[src/rtl/id_stage.sv]
// Instruction decode stage: decodes a 16-bit instruction, reads operands with writeback
// bypass, tracks pending destinations in a scoreboard and stalls on read-after-write hazards.
module id_stage #(
    parameter int unsigned STALL_W = 16
) (
    input  logic               clk,
    input  logic               rst_n,
    input  logic               in_valid,
    input  logic [15:0]        in_instr,
    output logic               in_ready,
    output logic [3:0]         ra,
    output logic [3:0]         rb,
    input  logic [7:0]         read_a,
    input  logic [7:0]         read_b,
    input  logic               wb_we,
    input  logic [3:0]         wb_wa,
    input  logic [7:0]         wb_wd,
    output logic               out_valid,
    input  logic               out_ready,
    output logic [3:0]         out_op,
    output logic [3:0]         out_rd,
    output logic [7:0]         out_a,
    output logic [7:0]         out_b,
    output logic               out_we,
    output logic [STALL_W-1:0] stall_cnt
);

    typedef enum logic [3:0] {
        OP_NOP = 4'h0,
        OP_LDI = 4'hF
    } op_e;

    logic [3:0]  op, rd, rs1, rs2;
    logic [7:0]  imm8;
    logic        uses_src, we_dec, hazard, accept;
    logic        blk1, blk2;
    logic [7:0]  opnd_a, opnd_b;
    logic [15:0] pending, pending_nxt;

    assign op   = in_instr[15:12];
    assign rd   = in_instr[11:8];
    assign rs1  = in_instr[7:4];
    assign rs2  = in_instr[3:0];
    assign imm8 = in_instr[7:0];
    assign ra   = rs1;
    assign rb   = rs2;

    assign uses_src = (op != OP_NOP) && (op != OP_LDI);
    assign we_dec   = (op != OP_NOP) && (rd != 4'd0);

    // A writeback landing this cycle unblocks its register because the operand is bypassed.
    assign blk1 = (rs1 != 4'd0) && pending[rs1] && !(wb_we && (wb_wa == rs1));
    assign blk2 = (rs2 != 4'd0) && pending[rs2] && !(wb_we && (wb_wa == rs2));

    assign hazard   = in_valid && uses_src && (blk1 || blk2);
    assign in_ready = (!out_valid || out_ready) && !hazard;
    assign accept   = in_valid && in_ready;

    always_comb begin
        opnd_a = '0;
        opnd_b = '0;
        if (op == OP_LDI) begin
            opnd_a = imm8;
        end else if (uses_src) begin
            if (rs1 == 4'd0)                    opnd_a = '0;
            else if (wb_we && (wb_wa == rs1))   opnd_a = wb_wd;
            else                                opnd_a = read_a;
            if (rs2 == 4'd0)                    opnd_b = '0;
            else if (wb_we && (wb_wa == rs2))   opnd_b = wb_wd;
            else                                opnd_b = read_b;
        end
    end

    // Clear is applied before set so a same-cycle set of the same register wins.
    always_comb begin
        pending_nxt = pending;
        if (wb_we && (wb_wa != 4'd0))
            pending_nxt[wb_wa] = 1'b0;
        if (accept && we_dec)
            pending_nxt[rd] = 1'b1;
        pending_nxt[0] = 1'b0;
    end

    always_ff @(posedge clk or negedge rst_n) begin
        if (!rst_n) begin
            pending <= '0;
        end else begin
            pending <= pending_nxt;
        end
    end

    always_ff @(posedge clk or negedge rst_n) begin
        if (!rst_n) begin
            out_valid <= 1'b0;
            out_op    <= '0;
            out_rd    <= '0;
            out_a     <= '0;
            out_b     <= '0;
            out_we    <= 1'b0;
        end else if (accept) begin
            out_valid <= 1'b1;
            out_op    <= op;
            out_rd    <= rd;
            out_a     <= opnd_a;
            out_b     <= opnd_b;
            out_we    <= we_dec;
        end else if (out_ready) begin
            out_valid <= 1'b0;
        end
    end

    always_ff @(posedge clk or negedge rst_n) begin
        if (!rst_n) begin
            stall_cnt <= '0;
        end else if (hazard && (stall_cnt != '1)) begin
            stall_cnt <= stall_cnt + STALL_W'(1);
        end
    end

endmodule
[config.mk]
export PLATFORM = sky130hd
export DESIGN_NAME = id_stage
export DESIGN_NICKNAME = d
export VERILOG_FILES = /design/src/rtl/id_stage.sv
export SDC_FILE = /design/constraint.sdc
export NUM_CORES = 1
export LEC_CHECK = 0
export CAP_MARGIN = 10
export CELL_PAD_IN_SITES_DETAIL_PLACEMENT = 0
export CELL_PAD_IN_SITES_GLOBAL_PLACEMENT = 1
export CORE_MARGIN = 3
export CORE_UTILIZATION = 37
export CTS_CLUSTER_SIZE = 25
export DETAILED_ROUTE_END_ITERATION = 10
export PLACE_DENSITY_LB_ADDON = 0.25
export SETUP_SLACK_MARGIN = 0.3
export SLEW_MARGIN = 30
export SYNTH_ARGS = -nofsm -noshare
export SYNTH_HDL_FRONTEND = slang
export SYNTH_SLANG_ARGS = --single-unit
[constraint.sdc]
create_clock -name clk -period 4.4 [get_ports clk]
set_input_delay 1.32 -clock clk [delete_from_list [all_inputs] [get_ports clk]]
set_output_delay 1.32 -clock clk [all_outputs]
set_load 0.02 [all_outputs]
==> results.yml <==
floorplanning:
  fp.coreArea_um2: 8810
  pin_count: 100
  start_util_pct: 38.5
  core.rowCount: 34
  die_h_um: 102
  dieArea_um2: 10300
  die_w_um: 102
timing:
  setup_viol: 0
  fin_crit_sh_pct: 93.9
  worst_clock_skew_ns: 0.0114
  fmax_mhz: 242
  timing.slew.headroom_pct: 58.5
  rsz0062_at_grt: "true"
  worstMarginPinSlew_ns: 0.623
  fin_crit_ns: 4.13
  hold_viol: 0
  finalMaxSlewViolations: 0
  hold_slack_ns: 0.500
synth:
  synth_seq_cells: 57
  dominantRegCellSynth: "dfrtp_1"
  yosysWarnings: 0
  ys_seq_area_share_pct: 42.1
  synth_top_area_share_pct: 42.1
  synth-xor-area-share_pct: 5.69
  syn_inst: 307
  syn_area_um2: 3390
  synth_top_family_by_area: "multiplexers"
  yosys.area.top_type: "dfrtp_1"
  syn_avg_cell_area_um2: 11.0
  syn-num-nets: 357
  synth-edff-count: 0
  async_flop_share_pct: 100
  synthMuxAreaShare_pct: 20.9
  synthAdderAreaFrac_pct: 0.369
  yosys-top-cells-area: "dfrtp_1 42%, mux2_4 8.9%, mux2i_1 7.4%"
  yosys.area_share.simple_pct: 16.5
  yosysUniqueCellTypes: 50
  synth_compound_area_share_pct: 8.53
run_status:
  status: "complete, no violations"
cts:
  path_clk_slew_ns: 0.07
  cts_tree: "built"
  cts_max_level: 3
  cts-root-buf: "clkbuf_8"
  cts_made_buffers: 9
  clockBufferDepth: 2
  clk_latency_ns: 0.34
  cts_sinks: 57
routing:
  drt.antenna.violating_nets: 0
  drtIter0Drc: 99
  vias_per_cell: 5.21
  routed_wl_mm: 9.54
  drtPass1Iterations: 4
  post-route-drc-count: 0
  wire_per_inst_um: 17.4
  routed-via-count: 2860
setup_path:
  crit_fanout: 3
  ff2ff_path_depth: 10
  worstPathArrival_ns: 2.81
  reg2reg_slack_ns: 1.81
  critPathLaunchType: "primary input"
  path_class: "in2out"
  cp.required_ns: 3.08
  crit_path_end_kind: "output pin"
placed_design:
  post-place-cells: 527
  placed_area_um2: 4610
  dp_hpwl_mm: 7.31
  portBuffers: 99
  gp_congestion: 0.802
finish:
  syn_to_final_growth_pct: 45.0
  fin_util_pct: 55.8
  final_nets: 486
  stdcell_count: 549
  antenna-diode-count: 0
  stdcell_area_um2: 4910
  drive_gt1_share_pct: 27.2
global_routing:
  grt_max_degree: 32
  grt_util_all_layers_pct: 19.6
  antenna_found_initial: 0
  grt.overflow.total: 0
  grt_pass1_vias: 3070
  grt_pass1_wl_mm: 15.6
power:
  ir_drop_uv: 260
  p_leak_nw: 2.09
  power_mw: 2.04
  power_density_nw_per_um2: 416
flow_run:
  maxCapViolCount: 0
min_path:
  hold_path_depth: 1
  hold_class: "reg2reg"
[synth_stat cells (3+ instances only)]
library cell / instances
nor4_1: 4
and3_1: 7
mux2i_1: 25
o21ai_0: 35
nor2_1: 14
buf_4: 9
nand3b_1: 5
o31ai_1: 3
dfrtp_1: 57
and4_1: 4
nand3_1: 12
nand2_1: 24
xnor2_1: 15
mux2_4: 20
xor2_1: 7
nand4_1: 6
buf_6: 5
mux4_2: 3
nand2b_1: 6
mux2_2: 8
or3_1: 4
[logic make-up (layout without fill, tap and decap cells)]
group,count (synthesis),after routing
xor+xnor,22,22
flops,57,57
simple gates,99,99
mux,56,56
fa+ha+maj,1,1
buf+inv,24,158
compound gates,48,48
[critical path: stages]
cell     delay (ns)
buf_6          0.11
buf_6          0.12
mux4_2         0.33
o22ai_2        0.08
nor2_1         0.08
or4b_4         0.47
and3_4         0.17
buf_6          0.13
[flip-flops by register name, summed over array words and instances (netlist names)]
signal,cells
out_a,8
out_b,8
out_op,4
out_rd,4
out_valid,1
out_we,1
pending,15
stall_cnt,16
[cell type report]
| type | count | area [um2] |
|---|---|---|
| Fill cell | 826 | 3900 |
| Clock inverter | 6 | 82.6 |
| Tap cell | 108 | 135 |
| Multi-Input combinational cell | 226 | 1840 |
| Clock buffer | 10 | 128 |
| Inverter | 2 | 7.51 |
| Timing Repair Buffer | 140 | 1290 |
| Sequential cell | 57 | 1430 |
[layer usage]
metal | routed length [um] | part of all wire [%] | GRT usage (%)
met1 | 4440 | 47 | 26.3
met2 | 4440 | 46 | 30.9
met3 | 551 | 5.8 | 5.37
met4 | 112 | 1.2 | 6.24
met5 | 0 | 0 | 0
[timing repair]
item                       in CTS  in global routing
cloned                          1                  0
gates resized for setup        56                 10
buffers inserted                4                  1
pin swaps                       7                  5
hold buffers                    0                  0
setup endpoints to repair       1                  1
[report_power, final]
part | total, mW | internal, mW | switching (mW)
clock network | 0.526 | 0.316 | 0.210
logic | 0.759 | 0.414 | 0.345
registers | 0.758 | 0.651 | 0.107
total | 2.04 | 1.38 | 0.662
[path summary, 6_finish.rpt]
path,startpoint,endpoint
max in group asynchronous,rst_n,stall_cnt[2]$_DFFE_PN0P_
min,stall_cnt[10]$_DFFE_PN0P_,stall_cnt[10]$_DFFE_PN0P_
min reg2reg,stall_cnt[10]$_DFFE_PN0P_,stall_cnt[10]$_DFFE_PN0P_
max reg2reg,pending[10]$_DFF_PN0_,out_a[1]$_DFFE_PN0P_
max,in_instr[0],in_ready
min in group asynchronous,rst_n,pending[3]$_DFF_PN0_
[stage by stage]
step	worst slack (ns)	TNS, ns
4_1_cts	0.252	0
3_3_place_gp	-0.742	-0.742
5_1_grt	0.219	0
6_report	0.270	0
2_1_floorplan	0.394	0
3_5_place_dp	-0.776	-0.776
[cell usage in the layout (no fill, tap or decap), types with 2 or more instances in the layout]
cell / Yosys / routed
dfrtp_1: 57 / 57
clkbuf_2: 1 / 2
nand3_1: 12 / 12
o21ai_0: 35 / 35
nor4_1: 4 / 2
xor2_1: 7 / 6
or3_1: 4 / 4
mux2i_1: 25 / 23
mux2_2: 8 / 8
clkbuf_8: 0 / 9
buf_6: 5 / 7
clkdlybuf4s15_2: 0 / 2
clkdlybuf4s15_1: 0 / 2
nor2_1: 14 / 14
bufinv_16: 0 / 2
mux4_2: 3 / 3
dlygate4sd2_1: 0 / 5
and3_1: 7 / 7
nor4_2: 0 / 2
nand3b_1: 5 / 5
nand4_1: 6 / 6
nand2_1: 24 / 24
and4_1: 4 / 4
o31ai_1: 3 / 3
clkinv_2: 0 / 3
nand2b_1: 6 / 6
clkdlybuf4s50_1: 0 / 80
mux2_4: 20 / 20
inv_1: 2 / 2
buf_2: 2 / 6
xnor2_1: 15 / 15
buf_4: 9 / 34
(Power assumes the default switching activity.)
